--- src/rtl/vend_dispenser_if.sv ---
// Request/drive bundle between the vending FSM, the dispenser and the motor driver board.
interface vend_dispenser_if #(
    parameter int STOCK_W = 4
);
    logic               prdA;
    logic               prdB;
    logic               prdC;
    logic               change;
    logic               restock;
    logic               motor_a;
    logic               motor_b;
    logic               motor_c;
    logic               coin_eject;
    logic               busy;
    logic [2:0]         sold_out;
    logic               vend_err;
    logic [STOCK_W-1:0] stock_a;
    logic [STOCK_W-1:0] stock_b;
    logic [STOCK_W-1:0] stock_c;

    modport master (
        output prdA, prdB, prdC, change, restock,
        input  motor_a, motor_b, motor_c, coin_eject, busy, sold_out, vend_err,
        input  stock_a, stock_b, stock_c
    );

    modport slave (
        input  prdA, prdB, prdC, change, restock,
        output motor_a, motor_b, motor_c, coin_eject, busy, sold_out, vend_err,
        output stock_a, stock_b, stock_c
    );
endinterface

--- src/rtl/vend_dispenser.sv ---
// Dispense controller: runs one product motor per accepted vend, then ejects change or a refund,
// while tracking per-slot stock.
module vend_dispenser #(
    parameter int MOTOR_CYCLES  = 8,
    parameter int CHANGE_CYCLES = 4,
    parameter int STOCK_W       = 4,
    parameter int STOCK_INIT    = 4
) (
    input  logic             clk,
    input  logic             rst,
    vend_dispenser_if.slave  bus
);
    localparam int CMAX  = (MOTOR_CYCLES > CHANGE_CYCLES) ? MOTOR_CYCLES : CHANGE_CYCLES;
    localparam int CNT_W = $clog2(CMAX + 1);
    localparam logic [CNT_W-1:0]   MOTOR_LD  = CNT_W'(MOTOR_CYCLES - 1);
    localparam logic [CNT_W-1:0]   CHANGE_LD = CNT_W'(CHANGE_CYCLES - 1);
    localparam logic [STOCK_W-1:0] SINIT     = STOCK_W'(STOCK_INIT);

    typedef enum logic [1:0] {IDLE, MOTOR, EJECT} state_t;

    state_t                  state_q, state_d;
    logic [2:0]              sel_q, sel_d;
    logic                    chg_q, chg_d;
    logic [CNT_W-1:0]        cnt_q, cnt_d;
    logic [2:0]              motor_q;
    logic                    coin_q;
    logic                    err_q, err_d;
    logic [2:0]              dec;
    logic                    load;
    logic [2:0][STOCK_W-1:0] stock_q;

    logic [2:0] req;
    logic       any_req;
    logic       onehot;
    logic       sel_empty;

    assign req       = {bus.prdC, bus.prdB, bus.prdA};
    assign any_req   = |req;
    assign onehot    = (req == 3'b001) || (req == 3'b010) || (req == 3'b100);
    assign sel_empty = (req[0] && stock_q[0] == '0) ||
                       (req[1] && stock_q[1] == '0) ||
                       (req[2] && stock_q[2] == '0);

    always_comb begin
        state_d = state_q;
        sel_d   = sel_q;
        chg_d   = chg_q;
        cnt_d   = cnt_q;
        err_d   = 1'b0;
        dec     = 3'b000;
        load    = 1'b0;
        case (state_q)
            IDLE: begin
                if (bus.restock) begin
                    load  = 1'b1;
                    err_d = any_req;
                end else if (any_req && !onehot) begin
                    err_d = 1'b1;
                end else if (onehot) begin
                    if (sel_empty) begin
                        // Sold-out slot: refund the coins, change bit irrelevant.
                        err_d   = 1'b1;
                        state_d = EJECT;
                        cnt_d   = CHANGE_LD;
                    end else begin
                        sel_d   = req;
                        chg_d   = bus.change;
                        dec     = req;
                        state_d = MOTOR;
                        cnt_d   = MOTOR_LD;
                    end
                end
            end
            MOTOR: begin
                err_d = any_req;
                if (cnt_q == '0) begin
                    if (chg_q) begin
                        state_d = EJECT;
                        cnt_d   = CHANGE_LD;
                    end else begin
                        state_d = IDLE;
                    end
                end else begin
                    cnt_d = cnt_q - 1'b1;
                end
            end
            EJECT: begin
                err_d = any_req;
                if (cnt_q == '0) state_d = IDLE;
                else             cnt_d   = cnt_q - 1'b1;
            end
            default: state_d = IDLE;
        endcase
    end

    always_ff @(posedge clk) begin
        if (rst) begin
            state_q <= IDLE;
            sel_q   <= 3'b000;
            chg_q   <= 1'b0;
            cnt_q   <= '0;
            motor_q <= 3'b000;
            coin_q  <= 1'b0;
            err_q   <= 1'b0;
            for (int i = 0; i < 3; i++) stock_q[i] <= SINIT;
        end else begin
            state_q <= state_d;
            sel_q   <= sel_d;
            chg_q   <= chg_d;
            cnt_q   <= cnt_d;
            // Outputs registered from next state so they line up with the state they describe.
            motor_q <= (state_d == MOTOR) ? sel_d : 3'b000;
            coin_q  <= (state_d == EJECT);
            err_q   <= err_d;
            for (int i = 0; i < 3; i++) begin
                if (load)                             stock_q[i] <= SINIT;
                else if (dec[i] && stock_q[i] != '0)  stock_q[i] <= stock_q[i] - STOCK_W'(1);
            end
        end
    end

    assign bus.motor_a    = motor_q[0];
    assign bus.motor_b    = motor_q[1];
    assign bus.motor_c    = motor_q[2];
    assign bus.coin_eject = coin_q;
    assign bus.vend_err   = err_q;
    assign bus.busy       = (state_q != IDLE);
    assign bus.sold_out   = {stock_q[2] == '0, stock_q[1] == '0, stock_q[0] == '0};
    assign bus.stock_a    = stock_q[0];
    assign bus.stock_b    = stock_q[1];
    assign bus.stock_c    = stock_q[2];
endmodule

--- src/flat_wrapper.sv ---
// flat-port wrapper written by rule: the top's interface ports become plain ports
module vend_dispenser_flat 
#(
    parameter int MOTOR_CYCLES  = 8,
    parameter int CHANGE_CYCLES = 4,
    parameter int STOCK_W       = 4,
    parameter int STOCK_INIT    = 4
)
  (clk, rst, bus_prdA, bus_prdB, bus_prdC, bus_change, bus_restock, bus_motor_a, bus_motor_b, bus_motor_c, bus_coin_eject, bus_busy, bus_sold_out, bus_vend_err, bus_stock_a, bus_stock_b, bus_stock_c);
  vend_dispenser_if #(.STOCK_W(STOCK_W)) bus_i ();
  input  logic clk;
  input  logic rst;
  input wire logic [$bits(bus_i.prdA)-1:0] bus_prdA;
  input wire logic [$bits(bus_i.prdB)-1:0] bus_prdB;
  input wire logic [$bits(bus_i.prdC)-1:0] bus_prdC;
  input wire logic [$bits(bus_i.change)-1:0] bus_change;
  input wire logic [$bits(bus_i.restock)-1:0] bus_restock;
  output wire logic [$bits(bus_i.motor_a)-1:0] bus_motor_a;
  output wire logic [$bits(bus_i.motor_b)-1:0] bus_motor_b;
  output wire logic [$bits(bus_i.motor_c)-1:0] bus_motor_c;
  output wire logic [$bits(bus_i.coin_eject)-1:0] bus_coin_eject;
  output wire logic [$bits(bus_i.busy)-1:0] bus_busy;
  output wire logic [$bits(bus_i.sold_out)-1:0] bus_sold_out;
  output wire logic [$bits(bus_i.vend_err)-1:0] bus_vend_err;
  output wire logic [$bits(bus_i.stock_a)-1:0] bus_stock_a;
  output wire logic [$bits(bus_i.stock_b)-1:0] bus_stock_b;
  output wire logic [$bits(bus_i.stock_c)-1:0] bus_stock_c;
  assign bus_i.prdA = bus_prdA;
  assign bus_i.prdB = bus_prdB;
  assign bus_i.prdC = bus_prdC;
  assign bus_i.change = bus_change;
  assign bus_i.restock = bus_restock;
  assign bus_motor_a = bus_i.motor_a;
  assign bus_motor_b = bus_i.motor_b;
  assign bus_motor_c = bus_i.motor_c;
  assign bus_coin_eject = bus_i.coin_eject;
  assign bus_busy = bus_i.busy;
  assign bus_sold_out = bus_i.sold_out;
  assign bus_vend_err = bus_i.vend_err;
  assign bus_stock_a = bus_i.stock_a;
  assign bus_stock_b = bus_i.stock_b;
  assign bus_stock_c = bus_i.stock_c;
  vend_dispenser #(.MOTOR_CYCLES(MOTOR_CYCLES), .CHANGE_CYCLES(CHANGE_CYCLES), .STOCK_W(STOCK_W), .STOCK_INIT(STOCK_INIT)) u_core (.clk(clk), .rst(rst), .bus(bus_i));
endmodule
--- config.mk ---
export PLATFORM = sky130hd
export DESIGN_NAME = vend_dispenser_flat
export DESIGN_NICKNAME = d
export VERILOG_FILES = /design/src/rtl/vend_dispenser_if.sv /design/src/rtl/vend_dispenser.sv /design/src/flat_wrapper.sv
export SDC_FILE = /design/constraint.sdc
export NUM_CORES = 1
export LEC_CHECK = 0
export CAP_MARGIN = 0
export CORE_MARGIN = 1.5
export CORE_UTILIZATION = 44
export DETAILED_ROUTE_END_ITERATION = 10
export PLACE_DENSITY = 0.71
export SETUP_SLACK_MARGIN = 0.2
export SYNTH_ARGS = -nofsm -noshare
export SYNTH_HDL_FRONTEND = slang
export SYNTH_SLANG_ARGS = --single-unit
--- constraint.sdc ---
create_clock -name clk -period 1.9 [get_ports clk]
set_input_delay 0.38 -clock clk [delete_from_list [all_inputs] [get_ports clk]]
set_output_delay 0.38 -clock clk [all_outputs]
set_load 0.005 [all_outputs]
After elaboration in Yosys (flattened, before gate mapping)
Cells that the tools add are included.

storage, ports and cells
  bits of input ports = 7
  output and inout port bits = 21
  bits in registers = 27

operators by class
  add/subtract/negate cells = 4
  equality and inequality tests = 12
  reduce and logical (&&, ||, !) cells = 28
  bitwise gates (word level) = 4
  multiplexer cells = 33

operators by type and width
  operator             number
  $mux 3               11
  $mux 4               6
  $logic_not 4->1      4
  $sub 4x1->4 const B  4
  $mux 2               7
  $pmux 4 s3           1
  $reduce_bool 4->1    3
  $logic_and 1x1->1    7
  $mux 1               6
  $ne 2x2->1 const B   3
  $pmux 2 s3           1
  $reduce_and 6->1     1
  $reduce_or 2->1      3
  $reduce_and 5->1     1
  $eq 2x1->1 const B   2
  $eq 2x2->1 const B   2
  $logic_or 1x1->1     4
  $not 1->1            4
  $eq 3x1->1 const B   1
  $eq 3x2->1 const B   1
  $eq 3x3->1 const B   1
  $ne 3x2->1 const B   1
  $reduce_bool 3->1    1
  $reduce_or 3->1      1
  other kinds (5)      5

Logic depth before layout (Yosys ltp)
Gate-level depths: netlist of the first run.

  word-level depth = 12
  mapped depth = 7
  gate-level depth less buffers = 7

Worst setup path before layout of the first run
OpenSTA, ideal clock, no wires.

  kind = reg2reg
  start = reg u_core.stock_q (netlist bit u_core.bus.stock_c[0])
  end = reg u_core.motor_q[1]
  cell stages (with the launch flop) = 8
  period minus slack after synthesis = 1968 ps
  path buffers = 0
  path slack = -68 ps
  data arrival time = 1902 ps
  library setup time = 65 ps
  cells stage by stage = dfxtp_1 > inv_1 > ha_1 > and4bb_1 > a21o_1 > or4_4 > a211oi_2 > nor2b_1

on the way
  cells in the longest elaborated chain, start to end = 11
  elaborated cells between the ends (all ways) = 16
  those cells by class = eq/ne (1); mux (10); bitwise (1); reduce/logical (4)

ends and longest elaborated chain
  element                           RTL line               RTL
  start, declared                   vend_dispenser.sv:30   logic [2:0][STOCK_W-1:0] stock_q;
  start signal, assigned by index   vend_dispenser.sv:116  if (load) stock_q[i] <= SINIT;
  $logic_not 4->1 (*)               vend_dispenser.sv:42   (req[2] && stock_q[2] == '0);
  $logic_and 1x1->1 (*)             vend_dispenser.sv:42
  $logic_or 1x1->1 (*)              vend_dispenser.sv:41   (req[1] && stock_q[1] == '0) ||
  $mux 2                            vend_dispenser.sv:60   if (sel_empty) begin
  $mux 2                            vend_dispenser.sv:59   end else if (onehot) begin
  $mux 2                            vend_dispenser.sv:57   end else if (any_req && !onehot) begin
  $mux 2                            vend_dispenser.sv:54   if (bus.restock) begin
  $pmux 2 s3                        vend_dispenser.sv:52   case (state_q)
  $eq 2x1->1                        vend_dispenser.sv:112  motor_q <= (state_d == MOTOR) ? sel_d : 3'b000;
  $not 1->1 (no source line)        -
  $reduce_or 2->1 (no source line)  -
  end signal, assigned              vend_dispenser.sv:112
  end, declared                     vend_dispenser.sv:25   logic [2:0] motor_q;

Mark *: on every way between the ends. The rest lies on a longest branch, timed or not.
A chain may end at the register's enable or synchronous reset.

Final worst setup path of the first run
  start = reg u_core.stock_q (netlist bit u_core.bus.stock_c[0])
  end = reg u_core.motor_q[0]

Same word-level chain as after synthesis.

==> flow_metrics.env, run 1 <==
export IMPL_cts_inserted_buffers=3
export IMPL_hold_buffers=0
export IMPL_min_period_ns=2.02
export IMPL_vias_per_cell=5.56
export IMPL_ir_worst_vdd_v=0.000362
export IMPL_internal_power_mw=0.947
export IMPL_final_cells=303
export IMPL_combinationalPowerShare_pct=37.7
export IMPL_core_area_mm2=0.00336
export IMPL_clock_root_buffer="clkbuf_4"
export IMPL_rows=21
export IMPL_cp_required_ns=2.19
export IMPL_hold_path_class="flip-flop to flip-flop"
export IMPL_globalRoute_totalOverflow=0
export IMPL_sw_frac_of_total_pct=33.1
export IMPL_ys_seq_elements=27
export IMPL_ant_nets=0
export IMPL_setup_viol=8
export IMPL_drv_cap=0
export IMPL_die_h_um=62.3
export IMPL_place_congestion=0.825
export IMPL_cts_buffer_depth=2
export IMPL_syn_inst=179
export IMPL_synth_async_reset_ratio_pct=0
export IMPL_finClkSkew_ns=0.00438
export IMPL_pin_count=28
export IMPL_syn_avg_cell_area_um2=8.65
export IMPL_syn_nets=198
export IMPL_yosysWarnings=0
export IMPL_drive_above_1_share_pct=51.8
export IMPL_worst_slack_ns=-0.124
export IMPL_synth_enable_flop_cells=0
export IMPL_via_count=1686
export IMPL_grt_max_degree=15
export IMPL_crit_arrival_ns=2.32
export IMPL_ys_types=50
export IMPL_die_area_mm2=0.00389
export IMPL_numPortBuffers=27
export IMPL_die_width_um=62.3
export IMPL_nets=277
export IMPL_insertion_delay_ns=0.34
export IMPL_synth_area_mm2=0.00155
export IMPL_total_power_mw=1.42
export IMPL_seq_area_frac_synth_pct=34.9
export IMPL_antenna_found_initial=0
export IMPL_fmax_mhz=494
export IMPL_end_kind="flip-flop"
export IMPL_total_leakage_power_nw=1.17
export IMPL_power_switching_mw=0.469
export IMPL_first_global_vias=1657
export IMPL_hold_violations=0
export IMPL_p_clk_share_pct=18.4
export IMPL_status="finished with violations"
export IMPL_yosysTopAreaCell="dfxtp_1"
export IMPL_drtPass1Iterations=4
export IMPL_seqPwrFrac_pct=43.9
export IMPL_ys_flop_type="dfxtp_1"
export IMPL_worstMarginPinSlew_ns=0.470
export IMPL_rsz0062_at_grt="true"
export IMPL_fin_crit_sh_pct=107
export IMPL_cts_sink_count=27
export IMPL_routed_wl_um=5280
export IMPL_dp_hpwl_um=3090
export IMPL_cp_max_fo=3
export IMPL_diodes=0
export IMPL_grt_pass1_wl_um=7470
export IMPL_syn_to_final_growth_pct=70.8
export IMPL_grt_util_all_layers_pct=23.7
export IMPL_yosys_area_top_type_share_pct=34.9
export IMPL_relSlewSlack_pct=68.7
export IMPL_ff2ff_path_depth=8
export IMPL_holdPathStages=2
export IMPL_slew_viol_final=0
export IMPL_path_clk_slew_ns=0.14
export IMPL_placed_cells_incl_taps=277
export IMPL_drt_iter0_drc=223
export IMPL_powerDensity_mw_per_mm2=535
export IMPL_fin_hold_ws_ns=0.520
export IMPL_violations="setup timing"
export IMPL_cts_tree="yes"
export IMPL_synth_area_leaders="dfxtp_1 (35%), ha_1 (9.7%), nor2_1 (4.8%)"
export IMPL_drc_errors=0
export IMPL_wl_per_cell_um=17.4
export IMPL_path_class="flip-flop to flip-flop"
export IMPL_initial_core_util_pct=46.1
export IMPL_htree_num_levels=1
export IMPL_start_kind="flip-flop"
cell families (layout without fill, tap and decap cells):
family                   after synthesis  count (layout)  synth area share, %
AO/OA/AOI/OAI                         42              42                 18.7
XOR/XNOR                               8               8                 5.01
adder cells (fa/ha/maj)               12              12                 9.69
buffers and inverters                 21              99                 5.25
flip-flops                            27              27                 34.9
multiplexers                           2               2                 1.29
AND/OR/NAND/NOR                       67              67                 25.2
critical path: stages (launching register included):
cell	delay, ns
dfxtp_2	0.36
inv_2	0.05
ha_4	0.16
and4bb_2	0.25
buf_4	0.15
a221oi_1	0.39
o32ai_2	0.20
a211oi_4	0.26
o21a_1	0.16
area by class of cell:
class,instances,area (um2)
multi-input cells,131,1240
fillers,230,717
repair buffers,78,683
flip-flops and latches,27,568
inverters,17,68.8
well taps,46,57.6
clock buffers,4,26.3
power by group through the flow:
stage / clock [mW] / sequential, mW / combinational [mW]
2_1_floorplan: 0 / 0.626 / 0.232
6_report: 0.260 / 0.622 / 0.534
3_3_place_gp: 0 / 0.626 / 0.361
5_1_grt: 0.282 / 0.624 / 0.564
4_1_cts: 0.267 / 0.620 / 0.434
3_5_place_dp: 0 / 0.628 / 0.379
registers in the layout, summed over array words and instances (netlist names):
signal / count
u_core.bus.stock_a: 4
u_core.bus.stock_b: 4
u_core.bus.stock_c: 4
u_core.cnt_q: 4
u_core.motor_q: 3
u_core.sel_q: 3
u_core.state_q: 2
u_core.bus.coin_eject: 1
u_core.bus.vend_err: 1
u_core.chg_q: 1
stage by stage:
step	setup TNS (ns)	cell area (um2)	worst slack (ns)	util, %
after floorplan	0	1610	0.0729	-
after global placement	-6.62	2130	-0.425	63.3
after detailed placement	-7.77	2130	-0.477	63.3
after CTS	-0.296	2390	-0.101	71.1
after global routing	-1.12	2650	-0.203	78.7
final	-0.511	2650	-0.124	78.7
Yosys cell counts, types with 2 or more instances:
cell type	n
nor2_1	20
nor2b_1	5
a21oi_1	11
o21ai_1	2
o21ai_0	8
nand2_1	10
ha_1	12
nor3_1	8
buf_2	2
a21o_1	3
dfxtp_1	27
xor2_1	2
nand2b_1	3
mux2i_1	2
a211oi_1	5
nor3b_1	3
xnor2_1	5
nor3b_2	3
inv_1	17
layer usage:
layer,GRT usage (%),share of wire (%)
met5,0,0
met4,13.9,2.9
met3,2.90,4.1
met2,42.3,53
met1,27.3,40
cells in the final DEF, fill, tap and decap left out, types with 2 or more instances in the layout:
master / netlist / final
dlygate4sd2_1: 0 / 7
nand2b_1: 3 / 2
mux2i_1: 2 / 2
a21oi_2: 0 / 4
or4_4: 1 / 2
buf_4: 0 / 43
dfxtp_2: 0 / 13
a211oi_2: 1 / 3
dfxtp_4: 0 / 3
inv_1: 17 / 6
dfxtp_1: 27 / 11
nor4_4: 0 / 2
dlymetal6s2s_1: 0 / 5
nand2_1: 10 / 7
xor2_1: 2 / 2
nor3b_4: 0 / 5
a21oi_1: 11 / 7
clkdlybuf4s50_1: 0 / 13
inv_2: 0 / 9
buf_6: 0 / 9
a211oi_1: 5 / 2
a21o_1: 3 / 3
o21ai_0: 8 / 5
nor3_1: 8 / 7
nor2_1: 20 / 19
ha_4: 0 / 7
inv_4: 0 / 2
o21ai_2: 0 / 3
nor2b_4: 0 / 2
o21ai_1: 2 / 2
nor2b_1: 5 / 3
nand2_2: 0 / 2
ha_1: 12 / 5
clkbuf_4: 0 / 3
xnor2_1: 5 / 4
final timing paths:
check	startpoint	slack, ns	endpoint
max	u_core.bus.stock_c[0]	-0.12	u_core.motor_q[0]
min	u_core.sel_q[1]	0.52	u_core.sel_q[1]
max reg2reg	u_core.bus.stock_c[0]	-0.12	u_core.motor_q[0]
min reg2reg	u_core.sel_q[1]	0.52	u_core.sel_q[1]
repair_timing:
item / CTS / global route
gates resized for setup: 58 / 48
buffers inserted: 13 / 9
pin swaps: 17 / 15
setup endpoints to repair: 29 / 37
cloned: 0 / 0
Power figures use the tool's default switching activity.
==> inputs of run 2 (changes only) <==
--- a/config.mk
+++ b/config.mk
@@ -6,10 +6,13 @@
 export NUM_CORES = 1
 export LEC_CHECK = 0
 export CAP_MARGIN = 0
+export CELL_PAD_IN_SITES_DETAIL_PLACEMENT = 0
+export CELL_PAD_IN_SITES_GLOBAL_PLACEMENT = 1
 export CORE_MARGIN = 1.5
-export CORE_UTILIZATION = 44
+export CORE_UTILIZATION = 35
 export DETAILED_ROUTE_END_ITERATION = 10
-export PLACE_DENSITY = 0.71
+export HOLD_SLACK_MARGIN = 0.15
+export PLACE_DENSITY_LB_ADDON = 0.1
 export SETUP_SLACK_MARGIN = 0.2
 export SYNTH_ARGS = -nofsm -noshare
 export SYNTH_HDL_FRONTEND = slang
==> run 2 against run 1 <==
Clock skew down 0.0013 ns; highest routed layer unchanged; count of clock-buffer cells in the layout unchanged; flip-flop and latch count unchanged; critical path depth down 1; largest cell class unchanged; the flow still finishes with violations (setup timing); critical path type is now primary input to flip-flop.
==> flow_metrics.env, run 2 (same netlist as run 1, synthesis figures left out) <==
export IMPL_reg2reg_slack_ns=-0.01
export IMPL_pre_cts_ws_ns=-0.595
export IMPL_violations="setup timing"
export IMPL_rsz0062_at_grt="true"
export IMPL_nets=291
export IMPL_core_area_mm2=0.00429
export IMPL_htree_num_levels=1
export IMPL_sw_frac_of_total_pct=30.8
export IMPL_powerDensity_mw_per_mm2=525
export IMPL_drc_errors=0
export IMPL_setup_viol=1
export IMPL_syn_to_final_growth_pct=83.4
export IMPL_internal_power_mw=1.03
export IMPL_cts_buffer_depth=2
export IMPL_drive_above_1_share_pct=55.7
export IMPL_p_clk_share_pct=22.0
export IMPL_fmax_mhz=521
export IMPL_cts_tree="yes"
export IMPL_grt_util_all_layers_pct=19.5
export IMPL_end_kind="flip-flop"
export IMPL_hold_buffers=0
export IMPL_total_leakage_power_nw=1.17
export IMPL_rows=24
export IMPL_relSlewSlack_pct=76.0
export IMPL_start_kind="primary input"
export IMPL_die_width_um=69.5
export IMPL_hold_path_class="flip-flop to flip-flop"
export IMPL_cts_sink_count=27
export IMPL_finClkSkew_ns=0.00305
export IMPL_grt_max_degree=15
export IMPL_vias_per_cell=4.98
export IMPL_path_class="primary input to flip-flop"
export IMPL_worst_slack_ns=-0.0176
export IMPL_insertion_delay_ns=0.27
export IMPL_place_congestion=0.770
export IMPL_wl_per_cell_um=14.6
export IMPL_fin_hold_ws_ns=0.488
export IMPL_drtPass1Iterations=4
export IMPL_first_global_vias=1756
export IMPL_worstMarginPinSlew_ns=0.356
export IMPL_crit_arrival_ns=2.13
export IMPL_cts_inserted_buffers=3
export IMPL_pin_count=28
export IMPL_ir_worst_vdd_v=0.000528
export IMPL_cp_max_fo=5
export IMPL_slew_viol_final=0
export IMPL_dp_hpwl_um=3230
export IMPL_fin_crit_sh_pct=101
export IMPL_clock_root_buffer="clkbuf_8"
export IMPL_die_h_um=69.5
export IMPL_status="finished with violations"
export IMPL_hold_violations=0
export IMPL_routed_wl_um=4710
export IMPL_diodes=0
export IMPL_dpl_cell_area_mm2=0.00222
export IMPL_antenna_found_initial=0
export IMPL_drv_cap=0
export IMPL_numPortBuffers=27
export IMPL_seqPwrFrac_pct=41.6
export IMPL_grt_pass1_wl_um=7660
export IMPL_fin_area_mm2=0.00284
export IMPL_drt_iter0_drc=40
export IMPL_final_common_cell="buf_4"
export IMPL_via_count=1608
export IMPL_globalRoute_totalOverflow=0
export IMPL_min_period_ns=1.92
export IMPL_final_cell_mix="buf_4 (54), nor2_1 (17), clkdlybuf4s50_1 (15), dfxtp_1 (15), buf_6 (14)"
export IMPL_cp_required_ns=2.12
export IMPL_power_switching_mw=0.459
export IMPL_path_clk_slew_ns=0.09
export IMPL_ant_nets=0
export IMPL_combinationalPowerShare_pct=36.4
export IMPL_die_area_mm2=0.00483
export IMPL_initial_core_util_pct=36.1
run 2: final timing paths:
| check | from | end | cells past startpoint |
|---|---|---|---|
| worst min register to register | u_core.cnt_q[1] | u_core.cnt_q[1] | 2 |
| worst min-delay path | u_core.cnt_q[1] | u_core.cnt_q[1] | 2 |
| worst max-delay path | bus_prdC | u_core.motor_q[1] | 7 |
| worst max register to register | u_core.bus.stock_b[0] | u_core.motor_q[1] | 8 |
run 2: power groups by stage:
| stage | logic (mW) | registers, mW | clock network [mW] |
|---|---|---|---|
| floorplan | 0.232 | 0.626 | 0 |
| global placement | 0.394 | 0.626 | 0 |
| detailed placement | 0.401 | 0.627 | 0 |
| CTS | 0.486 | 0.619 | 0.343 |
| global route | 0.584 | 0.624 | 0.370 |
| finish | 0.542 | 0.620 | 0.328 |
run 2: timing repair:
action,4_1_cts,5_1_grt
pin swaps,22,22
resized for setup,84,35
buffers inserted,17,8
setup endpoints to repair,31,29
run 2: per-stage QoR:
stage	util, %	instances	setup TNS (ns)	power [mW]
6_report	66.1	323	-0.0176	1.49
2_1_floorplan	-	179	0	0.858
5_1_grt	66.1	323	-0.322	1.58
3_3_place_gp	51.7	294	-7.54	1.02
4_1_cts	61.5	315	-0.0564	1.45
3_5_place_dp	51.7	294	-8.80	1.03
run 2: cell type report:
type / instances / area (um2)
Clock buffer: 4 / 45.0
Timing Repair Buffer: 92 / 805
Inverter: 17 / 71.3
Fill cell: 352 / 1450
Multi-Input combinational cell: 131 / 1290
Sequential cell: 27 / 561
Tap cell: 52 / 65.1
run 2: worst max-delay path: stages:
cell and delay [ns]:
dlygate4sd2_1 0.26, buf_6 0.13, nor2b_2 0.14, a221o_1 0.39, a211o_1 0.36, a211oi_4 0.28
nor2b_4 0.18
run 2: layer usage:
metal	routed length, um	track usage, %	vias to the layer above
met1	1920	21.1	774
li1	-	-	808
met3	105	4.07	6
met5	0	0	-
met4	60	4.58	0
met2	2630	38.2	20
==> inputs of run 3 (changes only) <==
--- a/config.mk
+++ b/config.mk
@@ -10,6 +10,7 @@
 export CELL_PAD_IN_SITES_GLOBAL_PLACEMENT = 1
 export CORE_MARGIN = 1.5
 export CORE_UTILIZATION = 35
+export CTS_CLUSTER_SIZE = 28
 export DETAILED_ROUTE_END_ITERATION = 10
 export HOLD_SLACK_MARGIN = 0.15
 export PLACE_DENSITY_LB_ADDON = 0.1
==> constraint.sdc (replaced) <==
create_clock -name clk -period 1.9 [get_ports clk]
set_input_delay 0.19 -clock clk [delete_from_list [all_inputs] [get_ports clk]]
set_output_delay 0.19 -clock clk [all_outputs]
set_load 0.005 [all_outputs]
==> run 3 against run 2 <==
The flow now finishes without violations; routed wire length decreased by 4.3%; sequential power about the same; die area unchanged; count of clock-buffer cells in the layout fell by 1; sequential share of layout area is 0.87 points higher; non-clock buffer count fell by 12; fmax up 1.5%; register-to-register slack improved by 0.02 ns; via count down 3.9%; design area fell by 4.7%; critical path type is now flip-flop to flip-flop.
==> flow_metrics.env, run 3 (same netlist as run 1, synthesis figures left out) <==
export IMPL_path_clk_slew_ns=0.11
export IMPL_slowest_stage="or4_4"
export IMPL_pin_count=28
export IMPL_met3_usage_pct=3.20
export IMPL_tns_ns=0
export IMPL_drv_cap=0
export IMPL_powerDensity_mw_per_mm2=554
export IMPL_total_leakage_power_nw=1.13
export IMPL_final_cell_mix="buf_4 (43), clkdlybuf4s50_1 (20), nor2_1 (17), dfxtp_1 (17), buf_6 (10)"
export IMPL_antenna_found_initial=0
export IMPL_hold_violations=0
export IMPL_end_kind="flip-flop"
export IMPL_drt_iter0_drc=51
export IMPL_power_switching_mw=0.477
export IMPL_drtPass1Iterations=4
export IMPL_grt_met2_usage_pct=31.6
export IMPL_ant_nets=0
export IMPL_cts_inserted_buffers=3
export IMPL_syn_to_final_growth_pct=74.8
export IMPL_core_area_mm2=0.00429
export IMPL_die_h_um=69.5
export IMPL_min_period_ns=1.89
export IMPL_cts_tree="yes"
export IMPL_dp_hpwl_um=3050
export IMPL_use_met1_pct=20.5
export IMPL_wl_per_cell_um=14.5
export IMPL_numPortBuffers=27
export IMPL_cts_sink_count=27
export IMPL_rsz0062_at_grt="true"
export IMPL_insertion_delay_ns=0.29
export IMPL_globalRoute_totalOverflow=0
export IMPL_path_cells="inv_2 > ha_4 > nor3b_4 > a21o_1 > or4_4 > a211oi_4 > nor2b_1"
export IMPL_final_seq_area_um2=558
export IMPL_worstMarginPinSlew_ns=0.389
export IMPL_start_kind="flip-flop"
export IMPL_die_area_mm2=0.00483
export IMPL_rows=24
export IMPL_worst_path_stages=7
export IMPL_hold_buffers=0
export IMPL_clock_root_buffer="clkbuf_8"
export IMPL_grt_util_all_layers_pct=17.4
export IMPL_holdPathStages=3
export IMPL_hold_path_class="primary input to flip-flop"
export IMPL_grt_busiest_layer="met2"
export IMPL_drive_above_1_share_pct=50.2
export IMPL_die_width_um=69.5
export IMPL_cp_max_fo=3
export IMPL_seqPwrFrac_pct=41.4
export IMPL_initial_core_util_pct=36.1
export IMPL_total_power_mw=1.50
export IMPL_combinationalPowerShare_pct=34.3
export IMPL_cts_buffer_depth=2
export IMPL_p_clk_share_pct=24.3
export IMPL_routed_wl_um=4510
export IMPL_finClkSkew_ns=0.00628
export IMPL_drc_errors=0
export IMPL_place_congestion=0.859
export IMPL_vias_per_cell=4.97
export IMPL_final_common_cell="buf_4"
export IMPL_nFillCells=364
export IMPL_relSlewSlack_pct=73.8
export IMPL_fin_crit_sh_pct=99.4
export IMPL_ir_worst_vdd_v=0.000312
export IMPL_slew_viol_final=0
export IMPL_ff2ff_path_depth=7
export IMPL_grt_max_degree=18
export IMPL_crit_arrival_ns=2.12
export IMPL_htree_num_levels=1
export IMPL_cp_slowest_stage_delay_ns=0.54
export IMPL_first_global_vias=1517
export IMPL_fmax_mhz=529
export IMPL_cp_required_ns=2.13
export IMPL_multi_input_area_mm2=0.00126
export IMPL_grt_pass1_wl_um=6800
export IMPL_setup_viol=0
export IMPL_path_class="flip-flop to flip-flop"
export IMPL_via_count=1545
export IMPL_crit_buf_inv=1
export IMPL_nets=279
export IMPL_status="complete, no violations"
export IMPL_crit_family="simple AND/OR/NAND/NOR gates"
export IMPL_internal_power_mw=1.02
export IMPL_sw_frac_of_total_pct=31.7
export IMPL_diodes=0
[run 3: worst paths after layout]
path	to	start	slack (ns)
max	u_core.motor_q[1]	u_core.bus.stock_a[1]	0.01
min	u_core.bus.vend_err	bus_prdC	0.42
max reg2reg	u_core.motor_q[1]	u_core.bus.stock_a[1]	0.01
min reg2reg	u_core.cnt_q[1]	u_core.cnt_q[1]	0.49
[run 3: area by class of cell]
class	count	area share, %
well taps	52	2.40
clock inverters	1	0.323
flip-flops and latches	27	20.6
repair buffers	80	25.9
multi-input cells	131	46.7
clock buffers	3	1.52
inverters	17	2.54
[run 3: worst reg2reg max path, cell delays in order, from the launching register on]
cell and delay [ns]:
dfxtp_2 0.36, inv_2 0.05, ha_4 0.15, nor3b_4 0.15
a21o_1 0.18, or4_4 0.54, a211oi_4 0.26, nor2b_1 0.15
[run 3: through the flow]
step	instance area, um2	utilization [%]	setup WS [ns]	std cells	hold WS, ns
6_report	2710	63.1	0.0107	311	0.422
5_1_grt	2710	63.1	-0.0786	311	0.465
4_1_cts	2360	54.9	0.00704	300	0.430
3_5_place_dp	2190	51.1	-0.252	292	0.509
3_3_place_gp	2190	51.1	-0.199	292	0.496
2_1_floorplan	1590	-	0.0729	179	0.337
[run 3: what timing repair did]
item	CTS	global route
endpoints found under the hold margin	0	0
pin swaps	5	17
setup endpoints to repair	21	30
buffers inserted	4	11
gates resized for setup	30	64
[run 3: power groups by stage]
stage / combinational (mW) / sequential, mW / clock [mW]
after floorplan: 0.228 / 0.626 / 0
after global placement: 0.381 / 0.626 / 0
after detailed placement: 0.386 / 0.627 / 0
final: 0.515 / 0.622 / 0.364
after global routing: 0.554 / 0.625 / 0.390
after CTS: 0.411 / 0.616 / 0.364
[run 3: layer usage]
metal	up-vias	routed length, um	part of all wire, %
met5	-	0	0
met3	6	117	2.6
met1	731	1880	42
met2	25	2440	54
met4	0	69	1.5
li1	783	-	-
